`src/rtl/control_sequencer.sv`:
```
// control_sequencer: hardwired instruction-sequencing control unit.
// States IDLE, T0..T6 and HALT. The outputs are a Moore decode of the current state and IR.
// Optional feature: when CU_ILLEGAL_TRAP_EN is defined, an undefined opcode traps to HALT and sets Illegal.
// In the default build an undefined opcode behaves as nop and Illegal is tied low.
module control_sequencer (
    input  logic        Clock,
    input  logic        Clear,
    input  logic        Start,
    input  logic        Stop,
    input  logic [31:0] IR,
    output logic        PCout,
    output logic        Zhighout,
    output logic        Zlowout,
    output logic        MDRout,
    output logic        HIout,
    output logic        LOout,
    output logic        MARin,
    output logic        Zin,
    output logic        PCin,
    output logic        MDRin,
    output logic        IRin,
    output logic        Yin,
    output logic        HIin,
    output logic        LOin,
    output logic        IncPC,
    output logic        Read,
    output logic [15:0] Rin,
    output logic [15:0] Rout,
    output logic [4:0]  opcode,
    output logic        Run,
    output logic        Illegal
);

    typedef enum logic [3:0] {
        IDLE, T0, T1, T2, T3, T4, T5, T6, HALT
    } state_t;

    typedef enum logic [2:0] {
        C_ALU3, C_MULDIV, C_UNARY, C_NOP, C_HALT, C_ILLEGAL
    } iclass_t;

    state_t      state, next_state;
    iclass_t     iclass;
    logic [4:0]  ir_op;
    logic [15:0] sel_a, sel_b, sel_c;
    logic        ir_unused;
    state_t      end_state;

    assign ir_op = IR[31:27];
    assign sel_a = 16'd1 << IR[26:23];
    assign sel_b = 16'd1 << IR[22:19];
    assign sel_c = 16'd1 << IR[18:15];

    // IR[14:0] (immediate/address field) plays no part in sequencing.
    always_comb ir_unused = ^IR[14:0];

    // Classify the opcode into its sequencing class
    always_comb begin
        case (ir_op)
            5'b00011, 5'b00100, 5'b00101, 5'b00110, 5'b00111,
            5'b01000, 5'b01001, 5'b01010, 5'b01011: iclass = C_ALU3;
            5'b01111, 5'b10000:                     iclass = C_MULDIV;
            5'b10001, 5'b10010:                     iclass = C_UNARY;
            5'b11010:                               iclass = C_NOP;
            5'b11011:                               iclass = C_HALT;
`ifdef CU_ILLEGAL_TRAP_EN
            default:                                iclass = C_ILLEGAL;
`else
            default:                                iclass = C_NOP;
`endif
        endcase
    end

    // State register with synchronous active-low clear
    always_ff @(posedge Clock) begin
        if (!Clear) state <= IDLE;
        else        state <= next_state;
    end

    // Next-state logic; Stop matters only in an instruction's final state
    always_comb begin
        end_state  = Stop ? IDLE : T0;
        next_state = state;
        case (state)
            IDLE: next_state = Start ? T0 : IDLE;
            T0:   next_state = T1;
            T1:   next_state = T2;
            T2:   next_state = T3;
            T3: begin
                case (iclass)
                    C_ALU3, C_MULDIV, C_UNARY: next_state = T4;
                    C_HALT, C_ILLEGAL:         next_state = HALT;
                    default:                   next_state = end_state;
                endcase
            end
            T4:   next_state = (iclass == C_UNARY) ? end_state : T5;
            T5:   next_state = (iclass == C_MULDIV) ? T6 : end_state;
            T6:   next_state = end_state;
            HALT: next_state = HALT;
            default: next_state = IDLE;
        endcase
    end

`ifdef CU_ILLEGAL_TRAP_EN
    // Sticky trap flag, cleared only by Clear
    always_ff @(posedge Clock) begin
        if (!Clear)                                  Illegal <= 1'b0;
        else if (state == T3 && iclass == C_ILLEGAL) Illegal <= 1'b1;
    end
`else
    assign Illegal = 1'b0;
`endif

    // Moore output decode; every strobe defaults low
    always_comb begin
        PCout = 1'b0; Zhighout = 1'b0; Zlowout = 1'b0; MDRout = 1'b0;
        HIout = 1'b0; LOout = 1'b0;
        MARin = 1'b0; Zin = 1'b0; PCin = 1'b0; MDRin = 1'b0; IRin = 1'b0;
        Yin = 1'b0; HIin = 1'b0; LOin = 1'b0; IncPC = 1'b0; Read = 1'b0;
        Rin = '0; Rout = '0; opcode = '0;
        Run = (state != IDLE) && (state != HALT);
        case (state)
            T0: begin PCout = 1'b1; MARin = 1'b1; IncPC = 1'b1; PCin = 1'b1; end
            T1: begin Read = 1'b1; MDRin = 1'b1; end
            T2: begin MDRout = 1'b1; IRin = 1'b1; end
            T3: begin
                if (iclass == C_ALU3 || iclass == C_MULDIV) begin
                    Rout = sel_b; Yin = 1'b1;
                end else if (iclass == C_UNARY) begin
                    Rout = sel_b; Zin = 1'b1; opcode = ir_op;
                end
            end
            T4: begin
                if (iclass == C_UNARY) begin
                    Zlowout = 1'b1; Rin = sel_a;
                end else begin
                    Rout = sel_c; Zin = 1'b1; opcode = ir_op;
                end
            end
            T5: begin
                Zlowout = 1'b1;
                if (iclass == C_MULDIV) LOin = 1'b1;
                else                    Rin = sel_a;
            end
            T6: begin Zhighout = 1'b1; HIin = 1'b1; end
            default: ;
        endcase
    end

endmodule

```
`config.mk`:
```
export PLATFORM = sky130hd
export DESIGN_NAME = control_sequencer
export DESIGN_NICKNAME = d
export VERILOG_FILES = /design/src/rtl/control_sequencer.sv
export SDC_FILE = /design/constraint.sdc
export NUM_CORES = 1
export LEC_CHECK = 0
export ABC_AREA = 1
export CORE_MARGIN = 2
export CORE_UTILIZATION = 30
export DETAILED_ROUTE_END_ITERATION = 10
export PLACE_DENSITY_LB_ADDON = 0.08
export SLEW_MARGIN = 40
export SYNTH_ARGS = -nofsm -noshare
export SYNTH_HDL_FRONTEND = slang
export SYNTH_SLANG_ARGS = --single-unit
```
`constraint.sdc`:
```
create_clock -name Clock -period 1.6 [get_ports Clock]
set_clock_uncertainty 0.1 [all_clocks]
set_input_delay 0.32 -clock Clock [delete_from_list [all_inputs] [get_ports Clock]]
set_output_delay 0.32 -clock Clock [all_outputs]
set_load 0.01 [all_outputs]
```
==> results by group <==
Finish
  – Largest registers in the final layout: state x4
  – Max FFs per register: 4
  – Net count, final: about 390
  – Layout Cells excl Fill: about 400
  – Post-route cell area: a little under 0.003 sq mm
  – Area Overhead vs Synth: 164%
  – Filler Cells Inserted: 208
  – Share of layout cells above drive strength 1: between 60 and 70%
  – Most flop-heavy register: state
  – Final cell utilization of the core: 84.6%
  – Final antenna diode count: 0

CTS
  – Clock transition time at the flip-flop clock pins of the worst setup and hold paths: ~40 ps
  – CTS H-Tree Depth: 1
  – Clock sink count: 4
  – Clock insertion delay at the later pin of the skew report: roughly 230 ps
  – Post-cts hold buffer count: 0
  – Largest buffer count on any clock path: 2
  – Number of buffers created by CTS: 3
  – TritonCTS clock tree: built
  – Clock root cell: sky130_fd_sc_hd__clkbuf_4

Global routing
  – Global-route usage over all layers: about a quarter
  – Vias in the first global route: ~1900
  – Initial antenna violation count: 0
  – Remaining global-route overflow: 0
  – First-pass GRT wire length: ~8.1 mm
  – Largest net degree at the start of global routing: 9

Worst setup path
  – Crit path from: IR[28]
  – Worst EP required: 1180 ps
  – RR Startpoint: state[0]
  – CP Class: primary input to primary output
  – Arrival time of data at the critical path endpoint: between 1500 and 2000 ps
  – Critical Path End Type: primary output
  – Setup slack of the most critical reg-to-reg path: 40 ps
  – End of the critical path: Rin[1]
  – Delay of the slowest cell on the worst path: approximately 220 ps
  – Critical R2R Capture: state[1]
  – R2R cell count: 12
  – Critical path cell sequence: buf_12 > ha_4 > nand3_4 > nand3_2 > nand2_2 > nand3_4 > o21bai_4 > nand3b_4 > buf_12 > nor2_4 > buf_6
  – Critical path's slowest cell: sky130_fd_sc_hd__o21bai_4
  – Maximum fanout along the worst path: 7
  – CP startpoint kind: primary input

Detailed routing
  – Vias: a little over 2000
  – Post-route DRC violation count: 0
  – Iteration count of the initial detailed-routing pass: 4
  – Average routed wire per standard cell: ~15 microns
  – Sum of routed wire segments on met1: ~2.2 mm
  – First-iteration detailed-routing DRC count: 67
  – Top Layer Used: met4
  – Via/cell ratio: around 5
  – Count of antenna-violating nets left after detailed routing: 0
  – Routed length on met3: between 300 and 400 microns
  – Met2 wirelength from detailed routing: about 3.3 mm
  – Final wirelength: between 6 and 7 mm

Power and ir drop
  – Total power: ~0.00086 W
  – Pleak: 1.39 nW
  – Power per Cell Area: around 300 mW/mm^2
  – Worst vdd ir: 0.470 mV

Logic synthesis
  – Area share of the largest cell type after synthesis: between 10% and 20%
  – Number of synthesized register bits: 4
  – Primary FF master, synth: sky130_fd_sc_hd__dfxtp_1
  – Share of flip-flops with an asynchronous set or reset after synthesis: 0%
  – Part of the Yosys area used for sequential elements: 7.31%
  – Number of distinct library cell variants in the gate-level netlist after synthesis: 25
  – Average footprint of a synthesized cell: between 5 and 6 sq um
  – Leading cell types by total area after synthesis: sky130_fd_sc_hd__nand2_1 (17%), sky130_fd_sc_hd__nor2_1 (12%), sky130_fd_sc_hd__inv_1 (11%)
  – Cells after Synth: around 210
  – Cell with the most instances after synthesis: sky130_fd_sc_hd__nand2_1
  – Syn. warnings: 0
  – Netlist area before placement: 0.00109 sq mm
  – Leading cell types by count after synthesis: sky130_fd_sc_hd__nand2_1 (50), sky130_fd_sc_hd__nor2_1 (36), sky130_fd_sc_hd__inv_1 (33)
  – Number of synthesized flops with an enable pin: 0
  – Post-synthesis cell type with the largest combined area: sky130_fd_sc_hd__nand2_1

STA
  – Final critical path time including I/O delays and setup: between 2000 and 2500 ps
  – Final count of pins violating max slew: 0
  – Unrepaired setup endpoints after global routing: true
  – Finish-stage setup viols: between 50 and 60
  – Final Cycle Share: 139%
  – Endpoints failing hold: 0
  – Final setup slack of the worst path: -627 ps
  – Peak clock frequency supported by timing: between 0.4 and 0.5 GHz

Run status
  – Violated checks: negative setup slack
  – Outcome: complete, but fails checks

Placed design
  – Half-perimeter wire length after detailed placement: between 3 and 4 mm
  – Worst-case setup slack after placement: -1490 ps
  – Placed Cells incl. Taps: approximately 360
  – Port bufs: 72
  – Final Wtd Congestion: a little under 0.9
  – Placed Instance Area: ~0.0023 sq mm

Floorplan
  – Die H: roughly 64 microns
  – Die X-Extent: about 64 microns
  – Initial core utilization: between 30% and 40%
  – IO Pins: 91
  – Row count: 21
  – Core box area: about 0.0034 sq mm
  – Die outline area: between 0.004 and 0.005 sq mm

Run
  – Max-cap violation count: 0

Worst hold path
  – Hold/Removal Path Class: primary input to flip-flop
## what timing repair did
item                                    CTS  global route
gates resized for setup                 309            84
setup buffers                            30             9
endpoints found under the setup margin   56            55
pin swaps                                29            25
## through the flow
stage | setup TNS, ps | hold WS (ps)
after floorplan | -5120 | 318
after global placement | -58810 | 498
after detailed placement | -60340 | 501
after CTS | -22510 | 520
after global routing | -26800 | 579
final | -22890 | 555
## cell usage in the layout, fill, tap and decap left out, types with 3 or more instances in the layout
master                             n
sky130_fd_sc_hd__o21ai_1           3
sky130_fd_sc_hd__buf_6            52
sky130_fd_sc_hd__clkbuf_4          4
sky130_fd_sc_hd__conb_1            3
sky130_fd_sc_hd__nand2_4           8
sky130_fd_sc_hd__inv_2             8
sky130_fd_sc_hd__clkdlybuf4s50_1  15
sky130_fd_sc_hd__buf_2            30
sky130_fd_sc_hd__nor3_1           11
sky130_fd_sc_hd__inv_4             3
sky130_fd_sc_hd__inv_1            21
sky130_fd_sc_hd__nand3_2           4
sky130_fd_sc_hd__nand2_1          33
sky130_fd_sc_hd__nor2_4           18
sky130_fd_sc_hd__nor3_4            4
sky130_fd_sc_hd__o21ai_2          12
sky130_fd_sc_hd__nor2_2           11
sky130_fd_sc_hd__nand2_2          10
sky130_fd_sc_hd__buf_4            48
sky130_fd_sc_hd__nand3_4           6
sky130_fd_sc_hd__nor2_1           10
sky130_fd_sc_hd__nand3_1          10
## routing by layer
layer / up-vias / global-route usage [%]
met5: - / 0
met4: 0 / 9.04
met3: 27 / 3.65
met2: 110 / 45.6
met1: 940 / 26.5
li1: 953 / -
## power breakdown
group | internal (W) | total [W] | leakage, nW | switching, W
combinational | 0.000322 | 0.000627 | 1.34 | 0.000305
clock | 0.0000835 | 0.000118 | 0.0138 | 0.0000349
sequential | 0.000107 | 0.000115 | 0.0350 | 0.00000782
## worst max-delay path, delay by kind of cell
kind,cells,cell delay [ps]
simple gates,6,670
buf+inv,3,410
compound gates,1,220
fa+ha+maj,1,180
## layout make-up
type	count	area, sq um	area share [%]
Tap cell	46	57.6	1.99
Inverter	36	170	5.89
Timing Repair Buffer	149	1300	45.0
Clock buffer	3	22.5	0.780
Sequential cell	4	90.1	3.12
Multi-Input combinational cell	161	1250	43.3
## how the worst min path moves through the flow
stage | depth (start not counted) | to | from
final | 3 | state[1] | Clear
after global placement | 3 | state[3] | state[3]
after CTS | 3 | state[3] | state[3]
after detailed placement | 3 | state[3] | state[3]
after global routing | 3 | state[1] | Clear
after floorplan | 2 | state[1] | Clear
## kinds of logic after synthesis
kind of cell             share of synthesized area (%)
AO/OA/AOI/OAI                                     12.9
adder cells (fa/ha/maj)                           3.43
buffers and inverters                             18.5
flip-flops                                        7.31
other                                            0.343
AND/OR/NAND/NOR                                   57.5
Power figures use the tool's default switching activity.
